$ cat config.mk
export PLATFORM = sky130hd
export DESIGN_NAME = if_fetch_queue_stage
export DESIGN_NICKNAME = d
export VERILOG_FILES = /design/src/rtl/core_pkg.sv /design/src/rtl/fetch_queue.sv /design/src/rtl/if_fetch_queue_stage.sv
export SDC_FILE = /design/constraint.sdc
export NUM_CORES = 1
export LEC_CHECK = 0
export BUFFER_PORTS_ARGS = -buffer_cell sky130_fd_sc_hd__buf_2
export CORE_MARGIN = 2
export CORE_UTILIZATION = 25
export DETAILED_ROUTE_END_ITERATION = 8
export PLACE_DENSITY = 0.43
export SYNTH_ARGS = -nofsm -noshare
export SYNTH_HDL_FRONTEND = slang
export SYNTH_SLANG_ARGS = --single-unit
$ cat constraint.sdc
create_clock -name clk -period 4.1 [get_ports clk]
set_input_delay 0.205 -clock clk [delete_from_list [all_inputs] [get_ports clk]]
set_output_delay 0.205 -clock clk [all_outputs]
set_load 0.005 [all_outputs]
$ cat src/rtl/core_pkg.sv
// Shared core definitions for the fetch path.
// Contents:
//   DATA_WIDTH, INST_MEM_ADDR_WIDTH - datapath and instruction-memory word-address widths
//   FQ_DEPTH_DEFAULT                - default fetch-queue depth
//   if_id_data_t                    - {pc, pc_plus4, instruction} passed across IF/ID
package core_pkg;

  localparam int unsigned DATA_WIDTH          = 32;
  localparam int unsigned INST_MEM_ADDR_WIDTH = 10;
  localparam int unsigned FQ_DEPTH_DEFAULT    = 4;

  typedef struct packed {
    logic [DATA_WIDTH-1:0] pc;
    logic [DATA_WIDTH-1:0] pc_plus4;
    logic [DATA_WIDTH-1:0] instruction;
  } if_id_data_t;

endpackage

$ cat src/rtl/fetch_queue.sv
// First-word-fall-through FIFO of fetched instructions.
// Ports:
//   clk, rst     - clock, synchronous active-high reset
//   flush_i      - clear all entries; overrides push and pop this cycle
//   push_i       - write push_data_i at the tail (caller guarantees not full)
//   push_data_i  - entry to write
//   pop_i        - drop the head entry (ignored when empty)
//   head_o       - current head entry, valid while count_o != 0
//   count_o      - occupancy, 0..Depth
module fetch_queue
  import core_pkg::*;
#(
  parameter int unsigned Depth = FQ_DEPTH_DEFAULT
) (
  input  logic                   clk,
  input  logic                   rst,
  input  logic                   flush_i,
  input  logic                   push_i,
  input  if_id_data_t            push_data_i,
  input  logic                   pop_i,
  output if_id_data_t            head_o,
  output logic [$clog2(Depth):0] count_o
);

  localparam int unsigned PtrW = $clog2(Depth);
  localparam int unsigned CntW = PtrW + 1;

  if_id_data_t     mem_q [Depth];
  logic [PtrW-1:0] wr_ptr_q;
  logic [PtrW-1:0] rd_ptr_q;
  logic [CntW-1:0] count_q;
  logic            do_push;
  logic            do_pop;

  assign do_push = push_i && !flush_i;
  assign do_pop  = pop_i && (count_q != '0) && !flush_i;

  // Depth is a power of two, so natural pointer overflow gives the wrap.
  always_ff @(posedge clk) begin
    if (rst || flush_i) begin
      wr_ptr_q <= '0;
      rd_ptr_q <= '0;
      count_q  <= '0;
    end else begin
      if (do_push) wr_ptr_q <= wr_ptr_q + PtrW'(1);
      if (do_pop)  rd_ptr_q <= rd_ptr_q + PtrW'(1);
      unique case ({do_push, do_pop})
        2'b10:   count_q <= count_q + CntW'(1);
        2'b01:   count_q <= count_q - CntW'(1);
        default: count_q <= count_q;
      endcase
    end
  end

  // Storage needs no reset; stale entries are never visible past the pointers.
  always_ff @(posedge clk) begin
    if (do_push) mem_q[wr_ptr_q] <= push_data_i;
  end

  assign head_o  = mem_q[rd_ptr_q];
  assign count_o = count_q;

endmodule

$ cat src/rtl/if_fetch_queue_stage.sv
// Instruction-fetch stage with a decoupling fetch queue toward ID.
// Holds the fetch PC, the credit-based issue logic, in-flight tracking for the
// one-cycle-latency instruction memory, and optional performance counters.
// Optional feature macro: IF_PERF_CNT_EN adds perf_fetch_cnt_o / perf_stall_cnt_o.
// Ports:
//   clk, rst          - clock, synchronous active-high reset
//   redirect_i        - flush queue and in-flight fetch, restart at redirect_pc_i
//   redirect_pc_i     - redirect target (low two bits ignored)
//   imem_req_o        - instruction-memory read request this cycle
//   imem_addr_o       - word address of the request
//   imem_rdata_i      - read data, valid the cycle after the request
//   out_valid_o       - queue head valid toward ID
//   out_ready_i       - ID accepts the head
//   out_data_o        - {pc, pc_plus4, instruction} of the head
//   perf_fetch_cnt_o  - (IF_PERF_CNT_EN) instructions pushed into the queue
//   perf_stall_cnt_o  - (IF_PERF_CNT_EN) cycles with head valid but not accepted
//   fq_count_o        - queue occupancy
module if_fetch_queue_stage
  import core_pkg::if_id_data_t;
#(
  parameter int unsigned                      DATA_WIDTH          = core_pkg::DATA_WIDTH,
  parameter int unsigned                      INST_MEM_ADDR_WIDTH = core_pkg::INST_MEM_ADDR_WIDTH,
  parameter int unsigned                      FQ_DEPTH            = core_pkg::FQ_DEPTH_DEFAULT,
  parameter logic [core_pkg::DATA_WIDTH-1:0] RESET_PC            = '0
) (
  input  logic                           clk,
  input  logic                           rst,
  input  logic                           redirect_i,
  input  logic [DATA_WIDTH-1:0]          redirect_pc_i,
  output logic                           imem_req_o,
  output logic [INST_MEM_ADDR_WIDTH-1:0] imem_addr_o,
  input  logic [DATA_WIDTH-1:0]          imem_rdata_i,
  output logic                           out_valid_o,
  input  logic                           out_ready_i,
  output if_id_data_t                    out_data_o,
`ifdef IF_PERF_CNT_EN
  output logic [31:0]                    perf_fetch_cnt_o,
  output logic [31:0]                    perf_stall_cnt_o,
`endif
  output logic [$clog2(FQ_DEPTH):0]      fq_count_o
);

  localparam int unsigned CntW = $clog2(FQ_DEPTH) + 1;

  logic [DATA_WIDTH-1:0] fetch_pc_q;
  logic [DATA_WIDTH-1:0] inflight_pc_q;
  logic                  inflight_q;
  logic [CntW-1:0]       fq_count;
  logic [CntW:0]         credit_used;
  logic                  push;
  logic                  pop;
  if_id_data_t           push_data;
  logic                  unused_redirect_lsbs;

  assign unused_redirect_lsbs = ^redirect_pc_i[1:0];

  // An issued request reserves a slot, so the response can never find the queue full.
  assign credit_used = {1'b0, fq_count} + {{CntW{1'b0}}, inflight_q};
  assign imem_req_o  = !rst && !redirect_i && (credit_used < (CntW + 1)'(FQ_DEPTH));
  assign imem_addr_o = fetch_pc_q[INST_MEM_ADDR_WIDTH+1:2];

  // A response landing in a redirect cycle belongs to the old path and is dropped.
  assign push                  = inflight_q && !redirect_i;
  assign push_data.pc          = inflight_pc_q;
  assign push_data.pc_plus4    = inflight_pc_q + DATA_WIDTH'(4);
  assign push_data.instruction = imem_rdata_i;

  assign out_valid_o = (fq_count != '0);
  assign pop         = out_valid_o && out_ready_i;
  assign fq_count_o  = fq_count;

  always_ff @(posedge clk) begin
    if (rst) begin
      fetch_pc_q    <= RESET_PC;
      inflight_pc_q <= '0;
      inflight_q    <= 1'b0;
    end else if (redirect_i) begin
      fetch_pc_q <= {redirect_pc_i[DATA_WIDTH-1:2], 2'b00};
      inflight_q <= 1'b0;
    end else begin
      inflight_q <= imem_req_o;
      if (imem_req_o) begin
        inflight_pc_q <= fetch_pc_q;
        fetch_pc_q    <= fetch_pc_q + DATA_WIDTH'(4);
      end
    end
  end

  fetch_queue #(
    .Depth (FQ_DEPTH)
  ) u_fetch_queue (
    .clk         (clk),
    .rst         (rst),
    .flush_i     (redirect_i),
    .push_i      (push),
    .push_data_i (push_data),
    .pop_i       (pop),
    .head_o      (out_data_o),
    .count_o     (fq_count)
  );

`ifdef IF_PERF_CNT_EN
  logic [31:0] perf_fetch_cnt_q;
  logic [31:0] perf_stall_cnt_q;

  // Counters survive redirects; only reset clears them.
  always_ff @(posedge clk) begin
    if (rst) begin
      perf_fetch_cnt_q <= '0;
      perf_stall_cnt_q <= '0;
    end else begin
      if (push)                       perf_fetch_cnt_q <= perf_fetch_cnt_q + 32'd1;
      if (out_valid_o && !out_ready_i) perf_stall_cnt_q <= perf_stall_cnt_q + 32'd1;
    end
  end

  assign perf_fetch_cnt_o = perf_fetch_cnt_q;
  assign perf_stall_cnt_o = perf_stall_cnt_q;
`endif

endmodule

==> results of run 1 <==
-- state kept, by name, summed over array words and instances, names as in the netlist, named ones only --
| register | count |
|---|---|
| u_fetch_queue.mem_q | 368 |
| fetch_pc_q | 30 |
| inflight_pc_q | 30 |
| u_fetch_queue.count_o | 3 |
| u_fetch_queue.rd_ptr_q | 2 |
| u_fetch_queue.wr_ptr_q | 2 |
| inflight_q | 1 |
-- worst register-to-register path, cell delays in order, from the launching register on --
cell and delay, ns:
dfxtp_1 0.54, ha_1 0.25, nand3_1 0.32, nor4_4 0.65, nand3_1 0.24, nor2_1 0.16
xor2_1 0.29
-- kinds of logic (layout without fill, tap and decap cells) --
group,count (synthesis),count (layout)
xor+xnor,51,51
mux,95,95
other cells,1,4
compound gates,86,86
flops,438,438
fa+ha+maj,8,8
buf+inv,73,353
simple gates,228,228
-- layer usage --
layer  global-route usage  part of all wire
met1                0.168              0.47
met2                0.195              0.47
met3               0.0230             0.041
met4               0.0304             0.019
met5                    0                 0
-- stage by stage --
step	total power, W	worst slack [ns]	utilization	hold WS, ns	instances
floorplan	0.00514	0.791	-	0.304	983
global placement	0.00527	1.41	0.282	0.420	1986
detailed placement	0.00528	1.35	0.282	0.417	1986
CTS	0.00967	0.892	0.314	0.0334	2136
global route	0.00986	0.706	0.314	0.0690	2136
finish	0.00950	0.958	0.314	0.0720	2136
-- synth_stat cells (all sizes together), types with 2 or more instances --
library cell  number  area, um2
mux2i              3       30.0
o21ai              3       15.0
a21oi             50        254
and4               4       37.5
clkbuf            29        109
a31oi              8       65.1
o311ai             3       26.3
ha                 7       87.6
nor3              12       60.1
nor2              41        154
buf               29        176
and3               5       31.3
xnor2             35        307
o22ai              6       37.5
mux4              92       2070
edfxtp           368      11100
nand2             92        355
nand3             24        125
nor4              12       96.3
or3                6       37.5
xor2              16        140
o211ai             3       22.5
nand4             16        121
and2              12       75.1
a211oi             8       60.1
dfxtp             70       1400
inv               14       52.6
or2                2       12.5
-- final cells by class --
cell class              instances  area, um2
inverters                      15       56.3
multi-input cells             472       4330
clock inverters                25        189
well taps                     873       1090
fillers                      6549      46200
flip-flops and latches        438      12500
repair buffers                246       1650
clock buffers                  67       1380
-- power by group --
group	switching (W)	internal [W]
registers	0.0000672	0.00486
clock network	0.00180	0.00248
logic	0.000155	0.000141
total	0.00202	0.00748
-- worst paths after layout --
kind / start / end / cells after the start
max: inflight_q / imem_req_o / 4
min: redirect_pc_i[24] / fetch_pc_q[24] / 4
max reg2reg: inflight_pc_q[2] / u_fetch_queue.mem_q[1][62] / 6
min reg2reg: fetch_pc_q[31] / inflight_pc_q[31] / 2
-- what timing repair did --
| item | CTS | global route |
|---|---|---|
| buffers inserted | 0 | 0 |
| hold buffers | 58 | 0 |
| endpoints found under the hold margin | 154 | 0 |
==> metrics.txt, run 1 <==
outcome=complete, no violations; Root Driver=clkbuf_16; drt pass-1 iters=5; adder-cell share of the synthesized area=0.00629; Post-route DRC=0; worst-margin pin slew=0.932 ns; kind of critical path=reg2out; number of synthesized flops with an enable pin=368; largest family of logic cells by synthesized area=multiplexers; Hold/Removal Path Class=in2reg; max_slew headroom=0.378; Async S/R FF share, synth=0; RD Place Congestion=roughly 0.74; total track usage=0.121; detailed placement HPWL=25500 um; clock sink count=438; RSZ-0062 raised after global routing=no; Initial Util=0.254; boundary pin count=179; P_leak=7.24 nW; first-pass GRT wire length=between 60000 and 70000 um; DRT iter0 DRCs=590; xor and xnor area share after synthesis=0.0261; Worst path slowest cell=inv_1; Core Box Area=slightly below 0.07 mm2; share of cells above drive strength 1=0.294; Port Buf Inserts=between 150 and 200; Area after DPL=0.0190 mm2; final worst-path cycle share=0.766; most frequent cells in the layout=edfxtp_1 (368), buf_2 (172), mux4_2 (92), nand2_1 (90), dfxtp_1 (68); CTS buffer count=51; ant diodes=0; final setup TNS=0 ns; P&R area growth vs syn=23.7%; YS warnings=0; CTS tree=built; WL per Instance=19.9 um; final instance area=around 0.021 mm2; CP cell instances=a31oi_4, nand2_4, inv_1, buf_2; clock buffer depth=3; number of vias per cell=roughly 4.4; mux contribution to synthesized area=0.123; Post-Syn Area=0.0171 mm2; Die ar.=between 0.07 and 0.08 mm2; final setup vio count=0; Largest stage delay, worst path=0.81 ns; Main synth FF type=edfxtp_1; Startpoint Class=flop; Final Hold Viols=0; Max Clk Rate=318 MHz; CTS clk-pin slew, worst paths=0.06 ns; CP Capture Type=primary output; synthesized area per cell=17.4 um2; Yosys cell types=51; initial antenna violation count=0; max cap viols=0; worst vdd ir=0.000255 V; via count=9441; largest net degree at the start of global routing=93; CTS resizes=0; DRT antenna net count=0; Worst-Skew Late Latency=0.60 ns; CP Data Required Time=3.89 ns; Synth Area in Compound Gates=0.0307; Pwr Density=449 mW/mm2; vias in the first global route=9957; die width=266 um; Arrival @ worst endpoint=2.94 ns; floorplan row count=between 90 and 100; grt total ovfl=0; delay-heaviest family, CP=buffers and inverters; Post-Synthesis Cells=between 900 and 1000; CP Buf/Inv Count=2; Clock Skew=roughly 0.022 ns; height of the chip=around 270 um; depth of the CTS H-tree=2; routed wire length=around 43000 um; commonest non-fill, non-tap cell in the layout=edfxtp_1; Simple-Gate Fraction of Synth Area=0.0655; worst reg-to-reg setup slack=1.46 ns; nets=1300; sequential area share after synthesis=0.728; Final Max Slew Viols=0; crit-path max FO=45; #FFs+latches synth=438; Final min period=between 3 and 4 ns
No activity file was read; power rests on OpenSTA's default activity.
==> run 2, diff against run 1 <==
==> constraint.sdc (replaced) <==
create_clock -name clk -period 3.3 [get_ports clk]
set_input_delay 0.165 -clock clk [delete_from_list [all_inputs] [get_ports clk]]
set_output_delay 0.165 -clock clk [all_outputs]
set_load 0.005 [all_outputs]
==> run 2 against run 1 <==
- non-clock buffer count is 16 higher
- register-to-register slack worse by 0.54 ns
- die area unchanged
- critical path depth decreased by 1
- first-iteration DRC count down 14%
- sequential power increased by 24%
- combinational power up 32%
- clock power up 19%
- final cell count up 0.56%
- worst setup slack worse by 0.32 ns
==> metrics.txt, run 2 (synthesis results as in run 1) <==
DRT antenna net count=0 (unchanged); Max Clk Rate=375 MHz; ant diodes=0 (unchanged); CP Buf/Inv Count=2 (unchanged); initial antenna violation count=0 (unchanged); total track usage=0.122 (was 0.121); top flop regs=u_fetch_queue.mem_q x368, fetch_pc_q x30, inflight_pc_q x30 (unchanged); final worst-path cycle share=0.808; most frequent cells in the layout=edfxtp_1 (368), buf_2 (172), mux4_2 (92), nand2_1 (90), dfxtp_1 (68) (unchanged); grt total ovfl=0 (unchanged); Startpoint Class=flop (unchanged); CP Capture Type=primary output (unchanged); Core Box Area=0.0674 mm2 (unchanged); Clock Skew=0.0195 ns (was 0.0220 ns); max_slew headroom=0.536 (was 0.378); Post-route DRC=0 (unchanged); Final Hold Viols=0 (unchanged); via count=9489 (was 9441); share of cells above drive strength 1=0.293 (was 0.294); postcts setup bufs=0 (unchanged); Largest stage delay, worst path=0.72 ns (was 0.81 ns); clock sink count=438 (unchanged); final setup TNS=0 ns (unchanged); P_leak=7.30 nW (was 7.24 nW); Hold/Removal Path Class=in2reg (unchanged); vias in the first global route=10000 (was 9957); met3 GRT Util=0.0272 (was 0.0230); max cap viols=0 (unchanged); Top Usage Layer GRT=met2 (unchanged); WL per Instance=20.1 um (was 19.9 um); detailed placement HPWL=26800 um (was 25500 um); max FFs per register=368 (unchanged); clock buffer depth=3 (unchanged); Hold WS=0.0541 ns (was 0.0720 ns); Biggest register=u_fetch_queue.mem_q (unchanged); RSZ-0062 raised after global routing=no (unchanged); Initial Util=0.254 (unchanged); Pwr Density=546 mW/mm2 (was 449 mW/mm2); worst vdd ir=0.000389 V (was 0.000255 V); CTS buffer count=50 (was 51); outcome=complete, no violations (unchanged); height of the chip=266 um (unchanged); routed wire length=43100 um (was 42600 um); Arrival @ worst endpoint=2.50 ns (was 2.94 ns); CP Data Required Time=3.13 ns (was 3.89 ns); M2 GR Usage=0.203 (was 0.195); CTS clk-pin slew, worst paths=0.06 ns (about the same); Final Max Slew Viols=0 (unchanged); kind of critical path=reg2out (unchanged); CP cell instances=buf_4, mux4_2, buf_2 (was a31oi_4, nand2_4, inv_1, buf_2); commonest non-fill, non-tap cell in the layout=edfxtp_1 (unchanged); final setup vio count=0 (unchanged); met1 global-route usage=0.161 (was 0.168); Die ar.=0.0705 mm2 (unchanged); Root Driver=clkbuf_16 (unchanged); nets=1315 (was 1300); DRT iter0 DRCs=508 (was 590); delay-heaviest family, CP=flip-flops (was buffers and inverters); worst-margin pin slew=0.690 ns (was 0.932 ns); RD Place Congestion=0.722 (was 0.742); Worst path slowest cell=dfxtp_4 (was inv_1); Worst-Skew Late Latency=0.58 ns (was 0.60 ns); floorplan row count=95 (unchanged); drt pass-1 iters=4 (was 5); largest net degree at the start of global routing=37 (was 93); P&R area growth vs syn=24.3% (was 23.7%); boundary pin count=179 (unchanged); Final min period=2.67 ns; Port Buf Inserts=172 (unchanged); number of vias per cell=4.42 (about the same); die width=266 um (unchanged); CTS tree=built (unchanged); CTS resizes=0 (unchanged); crit-path max FO=23 (was 45); first-pass GRT wire length=64500 um (was 64100 um); depth of the CTS H-tree=2 (unchanged)
[run 2: through the flow]
step                power [W]  instances  setup WS, ns  utilization  area (um2)
floorplan             0.00639        983          1.01            -       17100
global placement      0.00656       2001         0.938        0.285       19200
detailed placement    0.00657       2001         0.894        0.285       19200
CTS                    0.0118       2148         0.464        0.315       21200
global route           0.0120       2148         0.413        0.315       21200
finish                 0.0116       2148         0.633        0.315       21200
[run 2: where the power goes]
group	switching (W)	internal [W]	leakage, nW
Sequential	0.0000735	0.00604	4.27
Combinational	0.000207	0.000184	2.30
Clock	0.00214	0.00296	0.726
Total	0.00242	0.00919	7.30
[run 2: worst register-to-register path, cell delays in order, from the launching register on]
cell and delay, ns:
dfxtp_1 0.51, nand4_1 0.34, nor4_2 0.35, buf_4 0.18, nand3_1 0.26, nor3_1 0.28, xor2_1 0.28
[run 2: what timing repair did]
item,4_1_cts,5_1_grt
endpoints found under the setup margin,0,0
endpoints found under the hold margin,155,0
hold buffers,59,0
[run 2: path summary, 6_finish.rpt]
kind,end,slack [ns],cells past startpoint,start
setup / recovery,out_data_o[51],0.63,3,flop
hold / removal,fetch_pc_q[31],0.05,4,redirect_pc_i[31]
setup reg to reg,u_fetch_queue.mem_q[2][61],0.92,6,inflight_pc_q[4]
hold reg to reg,inflight_pc_q[19],0.50,2,fetch_pc_q[19]
[run 2: layer usage]
layer / vias up / part of all wire
met1: 4879 / 0.45
met5: - / 0
li1: 4351 / -
met4: 0 / 0.019
met3: 70 / 0.048
met2: 189 / 0.49
[run 2: area by class of cell]
cell class	instances	area (um2)
tap	873	1090
timing repair buffer	262	1830
multi-input combinational	472	4330
inverter	15	56.3
clock buffer	65	1330
fill	6632	46100
clock inverter	23	153
sequential	438	12500
